### config.mk
export PLATFORM = sky130hd
export DESIGN_NAME = axi_ads124x_spi_master
export DESIGN_NICKNAME = d
export VERILOG_FILES = /design/src/rtl/axi_ads124x_spi_master.sv
export SDC_FILE = /design/constraint.sdc
export NUM_CORES = 1
export LEC_CHECK = 0
export CELL_PAD_IN_SITES_DETAIL_PLACEMENT = 1
export CELL_PAD_IN_SITES_GLOBAL_PLACEMENT = 1
export CORE_AREA = 2 2 84 86
export CTS_CLUSTER_SIZE = 8
export DETAILED_ROUTE_END_ITERATION = 8
export DIE_AREA = 0 0 86 88
export DONT_BUFFER_PORTS = 1
export PLACE_DENSITY_LB_ADDON = 0.1
export SLEW_MARGIN = 20
export SYNTH_ARGS = -nofsm -noshare
export SYNTH_HDL_FRONTEND = slang
export SYNTH_SLANG_ARGS = --single-unit
### constraint.sdc
create_clock -name aclk -period 3.6 [get_ports aclk]
set_input_delay 0.18 -clock aclk [delete_from_list [all_inputs] [get_ports aclk]]
set_output_delay 0.18 -clock aclk [all_outputs]
set_load 0.01 [all_outputs]
### src/rtl/axi_ads124x_spi_master.sv
// Byte-level SPI mode-1 master for the ADS124x: AXI-Stream bytes in, received bytes out.
// Optional build macro ADS124X_SPI_LOOPBACK_EN samples the registered DIN instead of DOUT.
module axi_ads124x_spi_master #(
  parameter int C_SCLK_HALF = 8,
  parameter int C_CS_SETUP  = 4,
  parameter int C_CS_HOLD   = 16,
  parameter int C_CS_IDLE   = 8
) (
  input  logic       aclk,
  input  logic       aresetn,
  input  logic [7:0] s_axis_tdata,
  input  logic       s_axis_tvalid,
  output logic       s_axis_tready,
  output logic [7:0] m_axis_tdata,
  output logic       m_axis_tvalid,
  input  logic       m_axis_tready,
  output logic       SCLK,
  output logic       CS_N,
  output logic       DIN,
  input  logic       DOUT,
  output logic [2:0] dbg_state_o
);

  localparam logic [2:0] S_IDLE  = 3'd0;
  localparam logic [2:0] S_SETUP = 3'd1;
  localparam logic [2:0] S_READY = 3'd2;
  localparam logic [2:0] S_SHIFT = 3'd3;
  localparam logic [2:0] S_DONE  = 3'd4;

  localparam logic [15:0] HALF_LAST  = 16'(C_SCLK_HALF - 1);
  // The accepting S_READY cycle is the last setup cycle, so S_SETUP itself runs one short.
  localparam logic [15:0] SETUP_LAST = 16'((C_CS_SETUP >= 2) ? (C_CS_SETUP - 2) : 0);
  localparam logic [15:0] HOLD_LAST  = 16'(C_CS_HOLD - 1);
  localparam logic [15:0] IDLE_LOAD  = 16'(C_CS_IDLE);

  // Valid/ready: a byte moves on either stream only in a cycle where tvalid and tready are
  // both high at the rising aclk edge; tvalid never drops and tdata never changes before that.
  logic [2:0]  state_q, state_d;
  logic [15:0] cnt_q, cnt_d;
  logic [2:0]  bit_q, bit_d;
  logic [7:0]  tx_q, tx_d;
  logic [7:0]  rx_q, rx_d;
  logic        sclk_q, sclk_d;
  logic        cs_n_q, cs_n_d;
  logic        din_q, din_d;
  logic [7:0]  m_data_q, m_data_d;
  logic        m_valid_q, m_valid_d;
  logic        rx_bit;
  logic        s_ready;
  logic        s_fire;

`ifdef ADS124X_SPI_LOOPBACK_EN
  logic loopback_unused;
  assign loopback_unused = DOUT;
  assign rx_bit          = din_q;
`else
  logic dout_q;
  always_ff @(posedge aclk) begin
    if (!aresetn) dout_q <= 1'b0;
    else          dout_q <= DOUT;
  end
  assign rx_bit = dout_q;
`endif

  assign s_ready = (state_q == S_READY) && !m_valid_q;
  assign s_fire  = s_ready && s_axis_tvalid;

  always_comb begin
    state_d   = state_q;
    cnt_d     = cnt_q;
    bit_d     = bit_q;
    tx_d      = tx_q;
    rx_d      = rx_q;
    sclk_d    = sclk_q;
    cs_n_d    = cs_n_q;
    din_d     = din_q;
    m_data_d  = m_data_q;
    m_valid_d = m_valid_q;
    if (m_valid_q && m_axis_tready) m_valid_d = 1'b0;

    case (state_q)
      S_IDLE: begin
        sclk_d = 1'b0;
        din_d  = 1'b0;
        cs_n_d = 1'b1;
        if (cnt_q != 16'd0) begin
          cnt_d = cnt_q - 16'd1;
        end else if (s_axis_tvalid) begin
          state_d = S_SETUP;
          cs_n_d  = 1'b0;
          cnt_d   = 16'd0;
        end
      end
      S_SETUP: begin
        if (cnt_q >= SETUP_LAST) begin
          state_d = S_READY;
          cnt_d   = 16'd0;
        end else begin
          cnt_d = cnt_q + 16'd1;
        end
      end
      S_READY: begin
        sclk_d = 1'b0;
        din_d  = 1'b0;
        // A transfer beats a simultaneous hold timeout; the hold count freezes under backpressure.
        if (s_fire) begin
          state_d = S_SHIFT;
          sclk_d  = 1'b1;
          din_d   = s_axis_tdata[7];
          tx_d    = {s_axis_tdata[6:0], 1'b0};
          bit_d   = 3'd0;
          cnt_d   = 16'd0;
        end else if (!m_valid_q) begin
          if (cnt_q >= HOLD_LAST) begin
            state_d = S_IDLE;
            cs_n_d  = 1'b1;
            cnt_d   = IDLE_LOAD;
          end else begin
            cnt_d = cnt_q + 16'd1;
          end
        end
      end
      S_SHIFT: begin
        if (cnt_q >= HALF_LAST) begin
          cnt_d = 16'd0;
          if (sclk_q) begin
            sclk_d = 1'b0;
            rx_d   = {rx_q[6:0], rx_bit};
          end else if (bit_q == 3'd7) begin
            state_d = S_DONE;
            din_d   = 1'b0;
          end else begin
            sclk_d = 1'b1;
            din_d  = tx_q[7];
            tx_d   = {tx_q[6:0], 1'b0};
            bit_d  = bit_q + 3'd1;
          end
        end else begin
          cnt_d = cnt_q + 16'd1;
        end
      end
      S_DONE: begin
        m_data_d  = rx_q;
        m_valid_d = 1'b1;
        state_d   = S_READY;
        cnt_d     = 16'd0;
      end
      default: begin
        state_d = S_IDLE;
        cs_n_d  = 1'b1;
        sclk_d  = 1'b0;
        din_d   = 1'b0;
        cnt_d   = IDLE_LOAD;
      end
    endcase
  end

  always_ff @(posedge aclk) begin
    if (!aresetn) begin
      state_q   <= S_IDLE;
      cnt_q     <= IDLE_LOAD;
      bit_q     <= 3'd0;
      tx_q      <= 8'd0;
      rx_q      <= 8'd0;
      sclk_q    <= 1'b0;
      cs_n_q    <= 1'b1;
      din_q     <= 1'b0;
      m_data_q  <= 8'd0;
      m_valid_q <= 1'b0;
    end else begin
      state_q   <= state_d;
      cnt_q     <= cnt_d;
      bit_q     <= bit_d;
      tx_q      <= tx_d;
      rx_q      <= rx_d;
      sclk_q    <= sclk_d;
      cs_n_q    <= cs_n_d;
      din_q     <= din_d;
      m_data_q  <= m_data_d;
      m_valid_q <= m_valid_d;
    end
  end

  assign s_axis_tready = s_ready;
  assign m_axis_tdata  = m_data_q;
  assign m_axis_tvalid = m_valid_q;
  assign SCLK          = sclk_q;
  assign CS_N          = cs_n_q;
  assign DIN           = din_q;
  assign dbg_state_o   = state_q;

endmodule

==> metrics.yaml <==
status: "completed"
routed_wl_mm: 6.55
layout-drive-gt1-share_pct: 9.21
clockBufferDepth: 2
synth_area_mm2: 0.00257
clock_sinks: 50
tns_ps: 0
final_nets: 323
cp_num_buf_inv: 0
viasPerCell: 5.70
vias: 2190
n_antenna_cell: 0
io_buffers: 0
worstPathMaxFanout: 15
slowest_delay_ps: 710
syn_area_per_cell_um2: 8.33
drv_slew: 0
post-dp-hpwl_mm: 4.52
yosysTopAreaCell: "dfxtp_1"
first_global_vias: 2163
clk_pin_slew_ps: 100
wl_per_cell_um: 17.0
die_w_um: 86
cts_tree: "built"
ctsRootBufferMaster: "clkbuf_8"
synthMostInstantiatedCell: "dfxtp_1"
synth_ff_type: "dfxtp_1"
ys_ff_latch: 50
peakVddDrop_uv: 487
cts_resized: 0
path_cells: "and3b_1 > nand2_1 > a21oi_2 > nor2_2 > a2111oi_1 > o21bai_1"
start_kind: "register"
fin_skew_ps: 7.28
rsz0062_at_grt: "no"
p_clk_share_pct: 16.7
critPathTopFamily: "simple AND/OR/NAND/NOR gates"
switching_share_pct: 45.4
synthCells: 309
combinationalPowerShare_pct: 45.7
ctsHoldBuffers: 2
post_cts_buffers: 0
die_area_mm2: 0.00757
layout.cells.non_filler: 384
initial_core_util_pct: 38.8
synth_fp_nets: 329
clkLatencyLatePin_ps: 320
yosysTopAreaCellShare_pct: 38.9
synthTopCellsByArea: "dfxtp_1, a21oi_1, nand2_1"
drt-initial-drc-count: 78
placedCellCount: 374
final_util_pct: 40.8
p_leak_uw: 0.00103
fin_hold_ws_ps: 11.6
gr-total-overflow: 0
fin_crit_ps: 2370
dpl-instance-area_mm2: 0.00260
antenna_found_initial: 0
grt_pass1_wl_mm: 10.8
slew_headroom_pct: 40.3
power.internal_uw: 1180
powerDensity_mw_per_mm2: 799
crit_slowest_cell: "dfxtp_1"
min-delay-path-class: "in -> reg"
area_growth_pct: 5.39
setup-violations-final: 0
power_switching_uw: 984
p_seq_share_pct: 37.6
synth_common_cells: "dfxtp_1, nand2_1, nor2_1"
async_flop_share_pct: 0
grt_max_degree: 27
synth-warning-count: 0
routabilityCongestion: 0.778
synth_edf_count: 0
ant_nets: 0
synth_cell_types: 57
cts_buffers: 5
fmax_mhz: 421
worst_setup_path_end_kind: "register"
drt_pass1_iterations: 4
hold_violations: 0
fill_cells: 813
period_share_pct: 66.0
maxCapViolations: 0
track_usage_pct: 18.3
fin_area_mm2: 0.00271
core_mm2: 0.00664
die_h_um: 88
ys_seq_area_share_pct: 38.9
rows: 30
critPathKind: "reg -> reg"
htreeDepth: 2
worst_ep_arrival_time_ps: 2630
worst_slew_pin_slew_ps: 895
remaining_drc_errors: 0
ioPinCount: 29
required_ps: 3850
==> registers in the layout, summed over array words and instances (netlist names) <==
signal / cells
cnt_q: 16
m_axis_tdata: 8
rx_q: 8
tx_q: 7
bit_q: 3
dbg_state_o: 3
CS_N: 1
DIN: 1
SCLK: 1
dout_q: 1
m_axis_tvalid: 1
==> per-stage QoR <==
step / total power, µW / setup WS [ps]
after detailed placement: 1820 / 1230
after global placement: 1800 / 1180
after global routing: 2360 / 989
after floorplan: 1610 / 1790
final: 2170 / 1230
after CTS: 2190 / 1220
==> final cells by class <==
cell class / instances / area (µm²) / area share [%]
multi-input combinational: 237 / 1470 / 54.0
sequential: 50 / 1000 / 36.9
tap: 80 / 100 / 3.69
clock buffer: 5 / 68.8 / 2.54
clock inverter: 3 / 28.8 / 1.06
timing repair buffer: 3 / 27.5 / 1.01
inverter: 6 / 22.5 / 0.830
==> path summary, 6_finish.rpt <==
check                                    start              end  slack, ps  cells after the start
worst min register to register         rx_q[7]  m_axis_tdata[7]        470                      2
worst max-delay path            dbg_state_o[1]         cnt_q[0]       1230                      6
worst min-delay path                   aresetn              DIN         10                      2
worst max register to register  dbg_state_o[1]         cnt_q[0]       1230                      6
==> cells in the final DEF, fill, tap and decap left out, types with 3 or more instances in the layout <==
master	instances
a21oi_1	33
a311oi_1	8
clkbuf_8	5
dfxtp_1	50
ha_1	7
inv_1	6
mux2i_1	9
nand2_1	41
nand2b_1	3
nand3_1	11
nand4_1	5
nand4b_1	3
nor2_1	36
nor2_2	3
nor3_1	5
nor4_4	4
o21ai_0	14
o21ai_1	5
or3_1	5
==> power by group through the flow <==
stage	clock network, µW	registers [µW]	logic [µW]
after floorplan	0	755	854
final	363	815	991
after global routing	405	836	1120
after detailed placement	0	826	991
after CTS	377	813	997
after global placement	0	823	977
==> layer usage <==
| metal | track usage, % | part of all wire (%) |
|---|---|---|
| met2 | 28.8 | 45 |
| met5 | 0 | 0 |
| met1 | 25.3 | 51 |
| met3 | 3.77 | 3.0 |
| met4 | 5.19 | 1.2 |
==> cell families (layout without fill, tap and decap cells) <==
logic type | after synthesis | after routing | share of synthesized area, %
buffers and inverters | 22 | 17 | 4.23
AO/OA/AOI/OAI | 78 | 78 | 18.8
AND/OR/NAND/NOR | 141 | 141 | 30.6
adder cells (fa/ha/maj) | 7 | 7 | 3.40
multiplexers | 9 | 9 | 3.50
XOR/XNOR | 2 | 2 | 0.680
flip-flops | 50 | 50 | 38.9
No activity file was read; power rests on OpenSTA's default activity.
